--- config.mk ---
export PLATFORM = sky130hd
export DESIGN_NAME = multicycle_alu
export DESIGN_NICKNAME = d
export VERILOG_FILES = /design/src/rtl/multicycle_alu.sv
export SDC_FILE = /design/constraint.sdc
export NUM_CORES = 1
export LEC_CHECK = 0
export CORE_ASPECT_RATIO = 0.7
export CORE_MARGIN = 2
export CORE_UTILIZATION = 46
export CTS_CLUSTER_SIZE = 20
export DETAILED_ROUTE_END_ITERATION = 7
export GPL_TIMING_DRIVEN = 0
export PLACE_DENSITY = 0.76
export SKIP_LAST_GASP = 1
export SLEW_MARGIN = 20
export SYNTH_ARGS = -nofsm -noshare
export SYNTH_HDL_FRONTEND = slang
export SYNTH_SLANG_ARGS = --single-unit
--- constraint.sdc ---
create_clock -name Clock -period 6.77 [get_ports Clock]
set_input_delay 0.677 -clock Clock [delete_from_list [all_inputs] [get_ports Clock]]
set_output_delay 0.677 -clock Clock [all_outputs]
set_load 0.05 [all_outputs]
--- src/rtl/multicycle_alu.sv ---
// Multi-cycle ALU: single-cycle arithmetic/logic ops, bit-serial shifts, and a
// valid/ready handshake that holds the result until the consumer takes it.
module multicycle_alu #(
    parameter int WIDTH = 16,
    parameter int SHW   = $clog2(WIDTH)
) (
    input  logic             Clock,
    input  logic             Reset,
    input  logic             InValid,
    output logic             InReady,
    input  logic [3:0]       Func,
    input  logic [WIDTH-1:0] A,
    input  logic [WIDTH-1:0] B,
    input  logic             CarryIn,
    input  logic [SHW-1:0]   ShAmt,
    output logic             OutValid,
    input  logic             OutReady,
    output logic [WIDTH-1:0] Result,
    output logic             Z,
    output logic             N,
    output logic             C,
    output logic             V
);

    localparam logic [3:0] F_NOP = 4'd0;
    localparam logic [3:0] F_ACC = 4'd1;
    localparam logic [3:0] F_ADC = 4'd2;
    localparam logic [3:0] F_MEM = 4'd3;
    localparam logic [3:0] F_ADD = 4'd4;
    localparam logic [3:0] F_SUB = 4'd5;
    localparam logic [3:0] F_AND = 4'd6;
    localparam logic [3:0] F_OR  = 4'd7;
    localparam logic [3:0] F_NOT = 4'd8;
    localparam logic [3:0] F_LSL = 4'd9;
    localparam logic [3:0] F_LSR = 4'd10;
    localparam logic [3:0] F_ASR = 4'd11;
    localparam logic [3:0] F_XOR = 4'd12;
    localparam logic [3:0] F_SUC = 4'd13;

    typedef enum logic [1:0] {
        IDLE  = 2'd0,
        SHIFT = 2'd1,
        DONE  = 2'd2
    } state_t;

    function automatic logic [WIDTH:0] add_ext(input logic [WIDTH-1:0] x,
                                               input logic [WIDTH-1:0] y,
                                               input logic             ci);
        return {1'b0, x} + {1'b0, y} + {{WIDTH{1'b0}}, ci};
    endfunction

    function automatic logic signed_ovf(input logic [WIDTH-1:0] x,
                                        input logic [WIDTH-1:0] y,
                                        input logic [WIDTH-1:0] s);
        return (x[WIDTH-1] == y[WIDTH-1]) && (s[WIDTH-1] != x[WIDTH-1]);
    endfunction

    function automatic logic is_shift(input logic [3:0] f);
        return (f == F_LSL) || (f == F_LSR) || (f == F_ASR);
    endfunction

    state_t             state_r, state_nx_s;
    logic [3:0]         func_r, func_nx_s;
    logic [WIDTH-1:0]   shreg_r, shreg_nx_s;
    logic [SHW-1:0]     cnt_r, cnt_nx_s;
    logic [WIDTH-1:0]   result_r, result_nx_s;
    logic               z_r, n_r, c_r, v_r;
    logic               z_nx_s, n_nx_s, c_nx_s, v_nx_s;
    logic               valid_r, ready_r;

    logic [WIDTH-1:0]   b_op_s;
    logic               ci_s;
    logic [WIDTH:0]     sum_s;
    logic [WIDTH-1:0]   imm_res_s;
    logic               imm_c_s, imm_v_s, imm_flag_en_s;
    logic [WIDTH-1:0]   step_val_s;
    logic               step_out_s;

    // Operand conditioning: subtraction is A + ~B + carry
    always_comb begin
        b_op_s = B;
        ci_s   = 1'b0;
        case (Func)
            F_ADC: begin
                b_op_s = B;
                ci_s   = CarryIn;
            end
            F_SUB: begin
                b_op_s = ~B;
                ci_s   = 1'b1;
            end
            F_SUC: begin
                b_op_s = ~B;
                ci_s   = CarryIn;
            end
            default: begin
                b_op_s = B;
                ci_s   = 1'b0;
            end
        endcase
    end

    assign sum_s = add_ext(A, b_op_s, ci_s);

    // Single-cycle result for everything except shifts with a nonzero distance
    always_comb begin
        imm_res_s     = A;
        imm_c_s       = 1'b0;
        imm_v_s       = 1'b0;
        imm_flag_en_s = 1'b1;
        case (Func)
            F_NOP: imm_flag_en_s = 1'b0;
            F_ACC: imm_res_s = A;
            F_MEM: imm_res_s = B;
            F_ADD, F_ADC, F_SUB, F_SUC: begin
                imm_res_s = sum_s[WIDTH-1:0];
                imm_c_s   = sum_s[WIDTH];
                imm_v_s   = signed_ovf(A, b_op_s, sum_s[WIDTH-1:0]);
            end
            F_AND: imm_res_s = A & B;
            F_OR:  imm_res_s = A | B;
            F_XOR: imm_res_s = A ^ B;
            F_NOT: imm_res_s = ~A;
            F_LSL, F_LSR, F_ASR: imm_res_s = A;
            default: imm_flag_en_s = 1'b0;
        endcase
    end

    // One-bit shift step on the working register
    always_comb begin
        step_val_s = shreg_r;
        step_out_s = 1'b0;
        case (func_r)
            F_LSL: begin
                step_val_s = {shreg_r[WIDTH-2:0], 1'b0};
                step_out_s = shreg_r[WIDTH-1];
            end
            F_LSR: begin
                step_val_s = {1'b0, shreg_r[WIDTH-1:1]};
                step_out_s = shreg_r[0];
            end
            F_ASR: begin
                step_val_s = {shreg_r[WIDTH-1], shreg_r[WIDTH-1:1]};
                step_out_s = shreg_r[0];
            end
            default: begin
                step_val_s = shreg_r;
                step_out_s = 1'b0;
            end
        endcase
    end

    // Next-state and datapath load control
    always_comb begin
        state_nx_s  = state_r;
        func_nx_s   = func_r;
        shreg_nx_s  = shreg_r;
        cnt_nx_s    = cnt_r;
        result_nx_s = result_r;
        z_nx_s      = z_r;
        n_nx_s      = n_r;
        c_nx_s      = c_r;
        v_nx_s      = v_r;
        case (state_r)
            IDLE: begin
                if (InValid) begin
                    func_nx_s = Func;
                    if (is_shift(Func) && (ShAmt != {SHW{1'b0}})) begin
                        state_nx_s = SHIFT;
                        shreg_nx_s = A;
                        cnt_nx_s   = ShAmt;
                    end else begin
                        state_nx_s  = DONE;
                        result_nx_s = imm_res_s;
                        z_nx_s      = imm_flag_en_s && (imm_res_s == {WIDTH{1'b0}});
                        n_nx_s      = imm_flag_en_s && imm_res_s[WIDTH-1];
                        c_nx_s      = imm_flag_en_s && imm_c_s;
                        v_nx_s      = imm_flag_en_s && imm_v_s;
                    end
                end else begin
                    state_nx_s = IDLE;
                end
            end
            SHIFT: begin
                shreg_nx_s = step_val_s;
                cnt_nx_s   = cnt_r - SHW'(1);
                if (cnt_r == SHW'(1)) begin
                    state_nx_s  = DONE;
                    result_nx_s = step_val_s;
                    z_nx_s      = (step_val_s == {WIDTH{1'b0}});
                    n_nx_s      = step_val_s[WIDTH-1];
                    c_nx_s      = step_out_s;
                    v_nx_s      = 1'b0;
                end else begin
                    state_nx_s = SHIFT;
                end
            end
            DONE: begin
                if (OutReady) begin
                    state_nx_s = IDLE;
                end else begin
                    state_nx_s = DONE;
                end
            end
            default: state_nx_s = IDLE;
        endcase
    end

    // State and output registers; reset wins over any simultaneous request
    always_ff @(posedge Clock) begin
        if (Reset) begin
            state_r  <= IDLE;
            func_r   <= 4'd0;
            shreg_r  <= {WIDTH{1'b0}};
            cnt_r    <= {SHW{1'b0}};
            result_r <= {WIDTH{1'b0}};
            z_r      <= 1'b0;
            n_r      <= 1'b0;
            c_r      <= 1'b0;
            v_r      <= 1'b0;
            valid_r  <= 1'b0;
            ready_r  <= 1'b1;
        end else begin
            state_r  <= state_nx_s;
            func_r   <= func_nx_s;
            shreg_r  <= shreg_nx_s;
            cnt_r    <= cnt_nx_s;
            result_r <= result_nx_s;
            z_r      <= z_nx_s;
            n_r      <= n_nx_s;
            c_r      <= c_nx_s;
            v_r      <= v_nx_s;
            valid_r  <= (state_nx_s == DONE);
            ready_r  <= (state_nx_s == IDLE);
        end
    end

    assign InReady  = ready_r;
    assign OutValid = valid_r;
    assign Result   = result_r;
    assign Z        = z_r;
    assign N        = n_r;
    assign C        = c_r;
    assign V        = v_r;

endmodule

# --- Word-level counts from Yosys, hierarchy flattened ---
# Index checks and enable logic that the tools add are counted.
op_classes:
  n_addsub: 3
  n_eq_ne: 26
  n_mux: 39
  n_bitwise: 5
  reduce_logical: 22
op_table:
  columns: ["op", "n"]
  rows:
  - ["16-bit two-way mux", 6]
  - ["16-bit case mux with 6 select lines", 1]
  - ["16-bit case mux with 2 select lines", 2]
  - ["16-bit case mux with 3 select lines", 1]
  - ["4-bit equality test, second input constant", 9]
  - ["16-bit zero test", 2]
  - ["16-bit inverter", 2]
  - ["16-bit by 16-bit adder with 17-bit output", 1]
  - ["17-bit by 1-bit adder with 17-bit output", 1]
  - ["16-bit AND", 1]
  - ["4-bit by 3-bit equality test with 1-bit output, second input constant", 4]
  - ["16-bit OR", 1]
  - ["16-bit XOR", 1]
  - ["1-bit two-way mux", 15]
  - ["13-bit OR reduction", 1]
  - ["1-bit case mux with 2 select lines", 6]
  - ["4-bit by 1-bit equality test with 1-bit output, second input constant", 2]
  - ["4-bit by 2-bit equality test with 1-bit output, second input constant", 2]
  - ["2-bit two-way mux", 4]
  - ["4-bit two-way mux", 2]
  - ["2-bit inequality test, second input constant", 4]
  - ["4-bit case mux with 2 select lines", 1]
  - ["1-bit logical AND", 6]
  - ["2-bit case mux with 3 select lines", 1]
  - ["other kinds (14)", 19]
totals:
  register_bits: 48
  in_bits: 45
  output_inout_bits: 22
  wordCells: 106

# --- Depth between registers and ports, before layout ---
logic_depth:
  word_depth: 12
  mapped_depth: 16
  ltp_nobuf: 13

# --- Worst setup path before layout ---
# OpenSTA, ideal clock, no wires.
synth_path:
  path_type: "input-to-reg"
  start: "input port Func[3]"
  end: "register result_r[12], in the netlist Result[12]"
  setup_time_ps: 116
  arrival_ps: 4064
  required_time_ps: 6654
  slack_ps: 2590
  path_stages: 15
  path_buffers: 3
  path_cell_list: "buf_2 -> clkbuf_1 -> clkbuf_1 -> nor2b_1 -> o21ai_0 -> fa_1 -> fa_1 -> a21o_1 -> a221oi_2 -> a22o_2 -> a21oi_1 -> or3_1 -> a311oi_1 -> a2111oi_0 -> a31o_1"
synth_between:
  elab_chain_cells: 9
  word_cells_on_any_way: 28
  cone_classes: "add/sub (2); eq/ne (13); mux (6); reduce/logical (7)"
synth_lines:
  columns: ["element", "line_no", "rtl"]
  rows:
  - ["start, declared", "11", "input logic [3:0] Func,"]
  - ["4-bit by 3-bit equality test with 1-bit output / 4-bit equality test (equally long branches)", "83, 111", null]
  - ["2-bit OR reduction (no line)", null, null]
  - ["16-bit two-way mux", null, null]
  - ["16-bit by 16-bit adder with 17-bit output", "49", "return {1'b0, x} + {1'b0, y} + {{WIDTH{1'b0}}, ci};"]
  - ["17-bit by 1-bit adder with 17-bit output", "49", null]
  - ["16-bit case mux with 6 select lines", "111", "case (Func)"]
  - ["16-bit two-way mux", "168", "if (is_shift(Func) && (ShAmt != {SHW{1'b0}})) begin"]
  - ["16-bit two-way mux", "166", "if (InValid) begin"]
  - ["16-bit case mux with 2 select lines", "164", "case (state_r)"]
  - ["end signal, assigned", "216", "result_r <= {WIDTH{1'b0}};"]
  - ["end signal, assigned", "228", "result_r <= result_nx_s;"]
  - ["end, declared", "66", "logic [WIDTH-1:0] result_r, result_nx_s;"]
# Several ways; a longest one is shown, not always the timed one. The select of a mux whose other input is x is not followed.
# A chain may end at the register's enable or synchronous reset.

# --- Final worst setup path ---
# Same ends and word-level chain as after synthesis.

==> qor.yml <==
status: "finished, violations left"
violations: "design-rule violations"
synth.distinct_cells: 74
fin_area_sq_um: 6140
antenna_cells: 0
max_freq_ghz: 0.185
start_util_pct: 47.0
grt_usage_pct: 34.0
slew_headroom_pct: 24.9
grt_overflow: 0
vias: 6166
synthToLayoutAreaGrowth_pct: 19.6
die_x_um: 130
pin_count: 67
async_reset_ff_share_pct: 0
gp_congestion: 1.05
seq_area_frac_synth_pct: 18.7
wirelength_mm: 20.6
fin_setup_tns_ns: 0
hpwl_mm: 15.8
std_cell_rows: 32
nets: 868
via_per_inst: 6.66
synth_nets: 797
dieArea_sq_um: 12000
startpoint_type: "input port"
grt_pass1_wl_mm: 31.2
dp_slack_ns: 1.18
swShare_pct: 40.2
ys_top_cells_by_count: "nand2_1, nor2_1, ha_1, dfxtp_1, a21oi_1"
critPathCaptureType: "flop"
ys_seq_elements: 48
cts_buffers: 5
hold_viol: 0
clk_latency_ns: 0.30
cts-resized-gates: 0
netlist_top_cells_area: "dfxtp_1, ha_1, nand2_1"
cp_max_fo: 10
avgRoutedWirePerCell_um: 22.3
p_per_area_nw_per_um2: 180
grt_setup_unrepaired: "false"
worstPathRequired_ns: 6.97
period_needed_ns: 5.40
root_buffer: "clkbuf_16"
seq_area_sq_um: 961
setup_slack_ns: 1.37
ctsHtreeMaxLevel: 2
synth_top_area_cell: "dfxtp_1"
cts_tree: "built"
hold_buffers: 0
drv_slew: 0
pwr-share-comb_pct: 43.6
cts.path.max_buffers: 2
clkPwrFrac_pct: 27.0
postCtsSetupBuffers: 0
yosys_most_used_dff: "dfxtp_1"
path_class: "input port to flop"
path_clk_slew_ns: 0.07
p_seq_share_pct: 29.5
finalCritPeriodShare_pct: 79.8
grt_pass1_vias: 5662
tightest_slew_ns: 1.13
drtPass1Iterations: 8
core_sq_um: 10900
port_buffers: 64
fillerInstances: 1023
cap_violations: 0
multiInputGateArea_sq_um: 3800
first_iter_violations: 807
synth-edff-count: 0
cts_num_sinks: 48
cp.arrival_ns: 5.60
die_h_um: 92.4
post-synth-top-area-fraction_pct: 18.7
antenna_found_initial: 0
syn_inst: 701
p_leak_nw: 2.47
route.detailed.drc: 4
min_path_type: "flop to flop"
skew_ns: 0.00762
power.switching_uw: 444
placed_area_sq_um: 5970
p_int_uw: 661
yosysWarnings: 0
grt_max_degree: 17
drtAntennaViolNets: 0
vdd_drop_max_mv: 0.129
synth_area_per_cell_sq_um: 7.33
synth.most_common_cell: "nand2_1"
drive_gt1_share_pct: 5.17
setup_viol: 0
syn_area_sq_um: 5140
==> power groups by stage <==
stage	clock network, mW	registers [mW]	logic (mW)
final	0.298	0.325	0.482
after global routing	0.307	0.328	0.512
after CTS	0.296	0.325	0.465
after detailed placement	0	0.330	0.462
after global placement	0	0.330	0.451
after floorplan	0	0.370	0.261
==> layout by cell type, fill, tap and decap left out, types with 4 or more instances in the layout <==
master / instances
a22oi_1: 12
buf_2: 15
a311oi_1: 14
buf_1: 6
dfxtp_1: 48
and3_1: 7
nor4_1: 4
ha_1: 49
nand3_1: 13
a211o_1: 7
a222oi_1: 7
o22ai_1: 5
nand3b_1: 6
o21ai_0: 35
nand4_1: 8
a211oi_1: 14
nand2_1: 81
a31oi_1: 10
a221oi_1: 8
a21o_1: 7
and2_1: 8
clkbuf_16: 5
inv_1: 39
xnor2_1: 23
a22o_1: 4
mux2i_1: 8
nor2_1: 68
nor3_1: 11
or3_1: 5
clkbuf_1: 28
nand2b_1: 6
nor2b_1: 12
a221o_1: 6
clkdlybuf4s50_1: 64
o211ai_1: 9
o221ai_1: 4
o2bb2ai_1: 5
a21oi_1: 46
==> worst max-delay path, cell delays in order <==
cell	delay, ns
clkdlybuf4s50_1	0.51
buf_2	0.22
clkbuf_1	0.44
clkbuf_1	0.46
nor2b_1	0.18
o21ai_0	0.10
fa_1	0.44
fa_1	0.44
a21o_1	0.22
a221oi_2	0.42
a22o_2	0.28
a21oi_1	0.08
or3_1	0.32
a311oi_1	0.42
a2111oi_0	0.18
a31o_1	0.22
==> final timing paths <==
kind	start	to	slack, ns	cells after the start
worst min-delay path	Result[7]$_SDFFE_PP0P_	Result[7]$_SDFFE_PP0P_	0.46	2
worst max register to register	func_r[0]$_SDFFE_PP0P_	Result[4]$_SDFFE_PP0P_	3.91	8
worst min register to register	Result[7]$_SDFFE_PP0P_	Result[7]$_SDFFE_PP0P_	0.46	2
worst max-delay path	Func[3]	Result[12]$_SDFFE_PP0P_	1.37	16
==> cells by family after synthesis <==
logic type                 after synthesis  synth area share (%)
and+or+nand+nor                        249                  23.6
buffers and inverters                   91                  7.31
muxes                                    8                  1.56
xor gates and xnor gates                25                  4.26
DFF                                     48                  18.7
adders and majority gates               51                  12.7
AOI/OAI and AO/OA                      229                  31.8
==> metrics by stage <==
step | cells | utilization, % | power [mW] | hold WS (ns)
2_1_floorplan | 701 | - | 0.630 | 0.466
3_3_place_gp | 918 | 54.6 | 0.781 | 0.447
3_5_place_dp | 918 | 54.6 | 0.792 | 0.444
4_1_cts | 926 | 56.2 | 1.09 | 0.464
5_1_grt | 926 | 56.2 | 1.15 | 0.481
6_report | 926 | 56.2 | 1.11 | 0.461
==> registers in the layout, summed over array words and instances, names as in the netlist <==
signal and cells:
Result 16, shreg_r 16, cnt_r 4, func_r 4, state_r 2, C 1
InReady 1, N 1, OutValid 1, V 1, Z 1
==> area by class of cell <==
class | count | area share, %
sequential | 48 | 15.6
tap | 153 | 3.12
clock inverter | 3 | 0.753
inverter | 40 | 2.44
buffer | 51 | 3.67
timing repair buffer | 64 | 10.4
clock buffer | 5 | 2.04
multi-input combinational | 562 | 61.9
==> per-layer routing <==
metal  GRT usage [%]  vias to the layer above  routed length, um
met5               0                        -                  0
met4            9.86                        0                695
met3            8.95                       70               2730
met2            48.0                      470               8030
met1            50.2                     2893               9170
li1                -                     2733                  -
No activity file was read; power rests on OpenSTA's default activity.
